### config.mk
export PLATFORM = sky130hd
export DESIGN_NAME = branch_resolve
export DESIGN_NICKNAME = d
export VERILOG_FILES = /design/src/rtl/branch_resolve.sv
export SDC_FILE = /design/constraint.sdc
export NUM_CORES = 1
export LEC_CHECK = 0
export ABC_AREA = 0
export CAP_MARGIN = 20
export CORE_UTILIZATION = 35
export CTS_BUF_LIST = sky130_fd_sc_hd__clkbuf_4 sky130_fd_sc_hd__clkbuf_8
export DETAILED_ROUTE_END_ITERATION = 10
export SYNTH_ARGS = -nofsm -noshare
export SYNTH_HDL_FRONTEND = slang
export SYNTH_SLANG_ARGS = --single-unit
### constraint.sdc
create_clock -name clk -period 4.5 [get_ports clk]
set_input_delay 0.9 -clock clk [delete_from_list [all_inputs] [get_ports clk]]
set_output_delay 0.9 -clock clk [all_outputs]
set_load 0.005 [all_outputs]
### src/rtl/branch_resolve.sv
// rtl/branch_resolve.sv - EX-stage branch resolution, redirect and flush sequencing
//
// Purpose:
//   Resolves B-type, JAL and JALR ops in EX. It picks the comparator signedness,
//   decides taken/not-taken, computes the corrected fetch PC and compares the
//   decision with the IF prediction. On a mispredict it raises a valid/ready
//   redirect to IF. After the handshake it holds flush_o for FLUSH_CYCLES cycles.
//
// Ports:
//   clk, rst            clock and synchronous active-high reset
//   br_*_i / br_ready_o op handshake and operands (pc, imm, rs1, funct3, jal, jalr)
//   pred_taken_i        IF prediction for the op being accepted
//   unsig_o             comparator signedness select (combinational)
//   comp_result_i       comparator result for the op being accepted
//   redirect_*          redirect request to IF (valid/ready, corrected pc)
//   flush_o             squash of younger IF/ID ops
//   link_valid_o/pc_o   pc+4 writeback pulse for JAL/JALR
//   exc_misalign_o      taken target not 4-byte aligned (pulse)
//   exc_illegal_o       reserved B-type funct3 (pulse)
//   taken_cnt_o         saturating count of legal taken ops
//   mispred_cnt_o       saturating count of mispredicts

`ifndef COMP_EQ
`define COMP_EQ 2'b00
`endif
`ifndef COMP_LE
`define COMP_LE 2'b01
`endif
`ifndef COMP_GE
`define COMP_GE 2'b10
`endif
`ifndef UNSIGNED
`define UNSIGNED 1'b1
`endif

module branch_resolve #(
  parameter int FLUSH_CYCLES = 2,
  parameter int CNT_W        = 16
) (
  input  logic             clk,
  input  logic             rst,
  input  logic             br_valid_i,
  output logic             br_ready_o,
  input  logic [2:0]       br_funct3_i,
  input  logic             br_jal_i,
  input  logic             br_jalr_i,
  input  logic [31:0]      br_pc_i,
  input  logic [31:0]      br_imm_i,
  input  logic [31:0]      br_rs1_i,
  input  logic             pred_taken_i,
  output logic             unsig_o,
  input  logic [1:0]       comp_result_i,
  output logic             redirect_valid_o,
  input  logic             redirect_ready_i,
  output logic [31:0]      redirect_pc_o,
  output logic             flush_o,
  output logic             link_valid_o,
  output logic [31:0]      link_pc_o,
  output logic             exc_misalign_o,
  output logic             exc_illegal_o,
  output logic [CNT_W-1:0] taken_cnt_o,
  output logic [CNT_W-1:0] mispred_cnt_o
);

  localparam int FW = (FLUSH_CYCLES < 2) ? 1 : $clog2(FLUSH_CYCLES + 1);

  typedef enum logic [1:0] {
    IDLE  = 2'd0,
    REDIR = 2'd1,
    FLUSH = 2'd2
  } state_t;

  state_t        state_q, state_d;
  logic [FW-1:0] cnt_q, cnt_d;

  logic        is_jump;
  logic        illegal;
  logic        illegal_f3;
  logic        b_taken;
  logic        taken;
  logic        misalign;
  logic        mispred;
  logic        accept;
  logic [31:0] target;
  logic [31:0] pc_plus4;
  logic [31:0] correct_pc;

  assign is_jump = br_jal_i | br_jalr_i;

  // Signedness only matters for BLTU/BGEU; jumps never look at the comparator.
  assign unsig_o = (!is_jump && (br_funct3_i[2:1] == 2'b11)) ? `UNSIGNED : ~`UNSIGNED;

  always_comb begin
    b_taken    = 1'b0;
    illegal_f3 = 1'b0;
    case (br_funct3_i)
      3'b000:         b_taken = (comp_result_i == `COMP_EQ);
      3'b001:         b_taken = (comp_result_i != `COMP_EQ);
      3'b100, 3'b110: b_taken = (comp_result_i == `COMP_LE);
      3'b101, 3'b111: b_taken = (comp_result_i == `COMP_EQ) || (comp_result_i == `COMP_GE);
      default:        illegal_f3 = 1'b1;
    endcase
  end

  // Jumps override funct3, so a jump can never be flagged illegal.
  assign illegal    = !is_jump && illegal_f3;
  assign taken      = is_jump || b_taken;
  assign target     = br_jalr_i ? ((br_rs1_i + br_imm_i) & 32'hFFFF_FFFE)
                                : (br_pc_i + br_imm_i);
  assign pc_plus4   = br_pc_i + 32'd4;
  assign correct_pc = taken ? target : pc_plus4;
  // Without the C extension a taken target must be 4-byte aligned.
  assign misalign   = taken && target[1];
  assign mispred    = !illegal && !misalign && (taken != pred_taken_i);
  assign accept     = br_valid_i && br_ready_o;

  always_ff @(posedge clk) begin
    if (rst) begin
      state_q <= IDLE;
      cnt_q   <= '0;
    end else begin
      state_q <= state_d;
      cnt_q   <= cnt_d;
    end
  end

  always_comb begin
    state_d          = state_q;
    cnt_d            = cnt_q;
    br_ready_o       = 1'b0;
    redirect_valid_o = 1'b0;
    flush_o          = 1'b0;
    case (state_q)
      IDLE: begin
        br_ready_o = 1'b1;
        if (accept && mispred) state_d = REDIR;
      end
      REDIR: begin
        redirect_valid_o = 1'b1;
        if (redirect_ready_i) begin
          state_d = FLUSH;
          cnt_d   = FW'(FLUSH_CYCLES);
        end
      end
      FLUSH: begin
        flush_o = 1'b1;
        if (cnt_q == FW'(1)) begin
          state_d = IDLE;
          cnt_d   = '0;
        end else begin
          cnt_d = cnt_q - FW'(1);
        end
      end
      default: state_d = IDLE;
    endcase
  end

  always_ff @(posedge clk) begin
    if (rst) begin
      redirect_pc_o  <= '0;
      link_valid_o   <= 1'b0;
      link_pc_o      <= '0;
      exc_misalign_o <= 1'b0;
      exc_illegal_o  <= 1'b0;
      taken_cnt_o    <= '0;
      mispred_cnt_o  <= '0;
    end else begin
      link_valid_o   <= 1'b0;
      exc_misalign_o <= 1'b0;
      exc_illegal_o  <= 1'b0;
      if (accept) begin
        // A faulting jump does not retire, so its rd is not written.
        link_valid_o   <= is_jump && !misalign;
        link_pc_o      <= pc_plus4;
        exc_misalign_o <= misalign;
        exc_illegal_o  <= illegal;
        if (mispred) redirect_pc_o <= correct_pc;
        if (taken && !illegal && !misalign && (taken_cnt_o != '1))
          taken_cnt_o <= taken_cnt_o + 1'b1;
        if (mispred && (mispred_cnt_o != '1))
          mispred_cnt_o <= mispred_cnt_o + 1'b1;
      end
    end
  end

endmodule
After elaboration in Yosys (flattened, before gate mapping):

Index checks and enable logic that the tools add are counted.

* flip-flop bits (word level): 103
* output and inout port bits: 103

* add/sub/neg operators: 6
* equal/unequal tests: 17
* multiplexer cells: 14
* bitwise gates (word level): 2
* reductions and logical operators: 31

Operators by type and width (number)
* $add 32x32->32: 2
* $mux 32: 2
* $add 16x1->16 const B: 2
* $add 32x3->32 const B: 1
* $ne 16x16->1 const B: 2
* $eq 3x3->1 const B: 4
* $logic_and 1x1->1: 12
* $mux 2: 4
* $reduce_and 2->1: 4
* $eq 2x1->1 const B: 3
* $eq 2x2->1 const B: 3
* $ne 2x2->1 const B: 3
* $pmux 2 s3: 1
* $reduce_or 2->1: 3
* $reduce_or 6->1: 1
* $mux 1: 5
* $logic_not 2->1: 2
* $pmux 1 s4: 1
* $pmux 2 s2: 1
* $reduce_bool 2->1: 2
* $eq 3x1->1 const B: 1
* $logic_not 1->1: 3
* $logic_not 3->1: 1
* $reduce_and 3->1: 1
* 5 further kinds: 6

Longest topological paths before layout:

* word-level depth: 11
* depth in mapped cells: 12
* mapped depth without buffers: 12

Least setup slack after synthesis:

Ideal clock, no wire load.

* kind: input -> register
* from: input port br_pc_i[0]
* to: register redirect_pc_o[16]
* library setup time: 79 ps
* arrival: 3143 ps
* required time: 4421 ps
* setup slack: 1278 ps
* cell stages on the path: 12
* path buffers: 2
* path through: ha_1 -> inv_1 -> fa_1 -> mux2_2 -> o311a_1 -> or2_2 -> and2_1 -> clkbuf_1 -> nor2_2 -> buf_2 -> a21oi_1 -> o211ai_1

* longest elaborated chain between the ends: 7
* elaborated cells between the ends (all ways): 9
* classes of those cells: add/sub (2); mux (2); reduce/logical (5)

RTL lines
* start, declared: RTL line 47 `input logic [31:0] br_pc_i,`
* $add 32x32->32: RTL line 109 `: (br_pc_i + br_imm_i);`
* $mux 32: RTL line 108 `assign target = br_jalr_i ? ((br_rs1_i + br_imm_i) & 32'hFFFF_FFFE)`
* $logic_and 1x1->1: RTL line 113 `assign misalign = taken && target[1];`
* $logic_not 1->1: RTL line 114 `assign mispred = !illegal && !misalign && (taken != pred_taken_i);`
* $logic_and 1x1->1 (2 in series): RTL line 114
* $reduce_and 2->1 (no line)
* end signal, assigned: RTL line 177 `if (mispred) redirect_pc_o <= correct_pc;`
* end, declared: RTL line 55 `output logic [31:0] redirect_pc_o,`

Parallel ways exist; a longest one is shown, timed or not.
A chain may end at the register's enable or synchronous reset.

Worst setup path after layout:

* from: input port br_pc_i[1]
* to: register redirect_pc_o[29]

Same word-level chain as after synthesis.

==> results.json <==
{
  "final_common_cell": "clkdlybuf4s50_1",
  "final_cell_mix": "clkdlybuf4s50_1 (208), nor2_1 (114), dfxtp_1 (103), nand2_1 (97), a21oi_1 (92)",
  "synth_edf_count": 0,
  "ys_seq_elements": 103,
  "drive_gt1_frac": 0.0413,
  "synth-compound-area-share": 0.255,
  "die_y_um": 155,
  "status": "finished clean",
  "multi_input_area_um2": 5880,
  "gp_congestion": 0.890,
  "power_density_nw_per_um2": 239,
  "worst_slew_pin_slew_ns": 0.836,
  "seq_area_um2": 2060,
  "synthCells": 1067,
  "cts_setup_buffers": 0,
  "diodes": 0,
  "die_area_um2": 24000,
  "slew_violations": 0,
  "yosysTopAreaCell": "dfxtp_1",
  "post_cts_resized": 0,
  "yosys_warnings": 0,
  "clockBufferDepth": 2,
  "routed_via_density": 5.38,
  "slew_headroom": 0.442,
  "placedCellCount": 1555,
  "dp_hpwl_mm": 22.2,
  "clk_pin_slew_ns": 0.11,
  "cts_tree": "yes",
  "synth_mux_area_frac": 0.0137,
  "peakVddDrop_uv": 122,
  "synth_area_um2": 8190,
  "arrival_ns": 4.17,
  "port_buffers": 210,
  "cp.required_ns": 4.84,
  "wire_per_inst_um": 17.5,
  "cts_inserted_buffers": 9,
  "p_sw_mw": 0.929,
  "rows": 55,
  "path_class": "in2reg",
  "fp.coreArea_um2": 22800,
  "netSwitchingFraction": 0.360,
  "timing.setup.tns_ns": 0,
  "syn_to_final_growth_pct": 31.8,
  "hold_violations": 0,
  "io-pin-count": 211,
  "hold_buffers": 0,
  "drc": 0,
  "max_freq_mhz": 261,
  "drtIter0Drc": 518,
  "final_net_count": 1429,
  "final.setup_skew_ns": 0.0150,
  "yosysTopAreaCellShare": 0.252,
  "synthXorXnorAreaFrac": 0.100,
  "total_power_mw": 2.58,
  "start_util": 0.360,
  "grt_max_degree": 61,
  "ys_seq_area_frac": 0.252,
  "synth_area_leaders": "dfxtp_1 (25%), ha_1 (9.9%), a21oi_1 (5.6%)",
  "synth_top_family_by_area": "compound AO/OA/AOI/OAI gates",
  "num_vias": 8460,
  "start_kind": "primary input",
  "synth_async_sr_flop_share": 0,
  "max-cap-violations": 0,
  "path_max_fanout": 5,
  "rsz0062_at_grt": "no",
  "synth_nets": 1242,
  "n_fill_cell": 2283,
  "synth_area_per_cell_um2": 7.68,
  "fin_crit_ns": 3.83,
  "detail_route.first_pass.iterations": 5,
  "p_leak_nw": 4.05,
  "die_x_um": 155,
  "antenna_found_initial": 0,
  "grt_first_pass_wirelength_mm": 42.9,
  "crit_path_end_kind": "register",
  "power_frac_comb": 0.388,
  "hold_class": "reg2reg",
  "track_usage": 0.227,
  "cts.htree.levels": 3,
  "grt_pass1_vias": 7680,
  "pwr-share-seq": 0.387,
  "intPower_mw": 1.65,
  "cts_root_buffer": "clkbuf_8",
  "fin_crit_sh": 0.851,
  "ys.flop_type": "dfxtp_1",
  "final_cells": 1572,
  "insertion_delay_ns": 0.39,
  "drt-total-wl_mm": 27.5,
  "p_clk_frac": 0.225,
  "yosys.area_share.simple": 0.242,
  "synthAdderAreaFrac": 0.104,
  "overflow": 0,
  "synth_cell_types": 71,
  "finalSetupViolations": 0,
  "clkSinkCount": 103,
  "final_util": 0.474,
  "antenna_left": 0
}
[final cells by class]
class | instances | area share
multi-input cells | 896 | 0.544
well taps | 313 | 0.0363
clock inverters | 6 | 0.00475
inverters | 21 | 0.00730
clock buffers | 10 | 0.0127
repair buffers | 223 | 0.204
flip-flops and latches | 103 | 0.191
[per-layer routing]
layer	vias to the layer above	track usage	wire length, um
li1	4297	-	-
met1	3863	0.334	13600
met2	273	0.345	11800
met3	27	0.0259	1540
met4	0	0.0674	556
met5	-	0	0
[metrics by stage]
step	setup WS, ns	cell area, um2	hold WS [ns]
after floorplan	1.28	8190	0.448
after detailed placement	0.293	10600	0.445
final	0.671	10800	0.456
after global routing	0.247	10800	0.475
after CTS	0.702	10800	0.457
after global placement	0.391	10600	0.438
[cell usage after synthesis, types with 16 or more instances]
cell      count
or3_1        18
dfxtp_1     103
ha_1         65
a211oi_1     51
a21o_1       24
xor2_1       51
clkbuf_1     41
nor2_1      114
nand2b_1     16
inv_1        21
nand2_1      97
a21oi_1      92
nand4_1      20
nor3_1       25
nand3_1      48
xnor2_1      43
o21ai_0      57
[critical path, stage by stage]
cell and delay, ns:
clkdlybuf4s50_1 0.49, ha_1 0.34, a211oi_1 0.39, nor2_1 0.13
a41oi_1 0.27, a31oi_1 0.24, a41o_1 0.35, a31oi_1 0.37
o21ai_0 0.24, nor4b_1 0.30, nand3b_1 0.14
[power by group through the flow]
stage	logic (mW)	clock network, mW	registers, mW
after floorplan	0.572	0	1.02
after global placement	0.989	0	1.02
after detailed placement	0.988	0	1.02
after CTS	0.992	0.605	0.999
after global routing	1.09	0.645	1.01
final	1.00	0.581	0.998
[sequential cells by signal (all words and copies together) (netlist names)]
name / count
cnt_q: 2
exc_illegal_o: 1
link_pc_o: 32
link_valid_o: 1
state_q: 2
mispred_cnt_o: 16
taken_cnt_o: 16
exc_misalign_o: 1
redirect_pc_o: 32
[logic make-up (layout without fill, tap and decap cells)]
logic type	count (synthesis)	in the layout
multiplexers	11	11
adder cells (fa/ha/maj)	67	67
XOR/XNOR	94	94
flip-flops	103	103
buffers and inverters	68	260
AND/OR/NAND/NOR	406	406
AO/OA/AOI/OAI	318	318
[worst paths after layout]
check / from / end / slack (ns) / cells after the start
setup / recovery: br_pc_i[1] / redirect_pc_o[29]$_SDFFE_PP0P_ / 0.67 / 11
hold / removal: redirect_pc_o[9]$_SDFFE_PP0P_ / redirect_pc_o[9]$_SDFFE_PP0P_ / 0.46 / 2
setup reg to reg: state_q[0]$_SDFFE_PP0P_ / redirect_pc_o[29]$_SDFFE_PP0P_ / 1.85 / 9
hold reg to reg: redirect_pc_o[9]$_SDFFE_PP0P_ / redirect_pc_o[9]$_SDFFE_PP0P_ / 0.46 / 2
(Power assumes the default switching activity.)
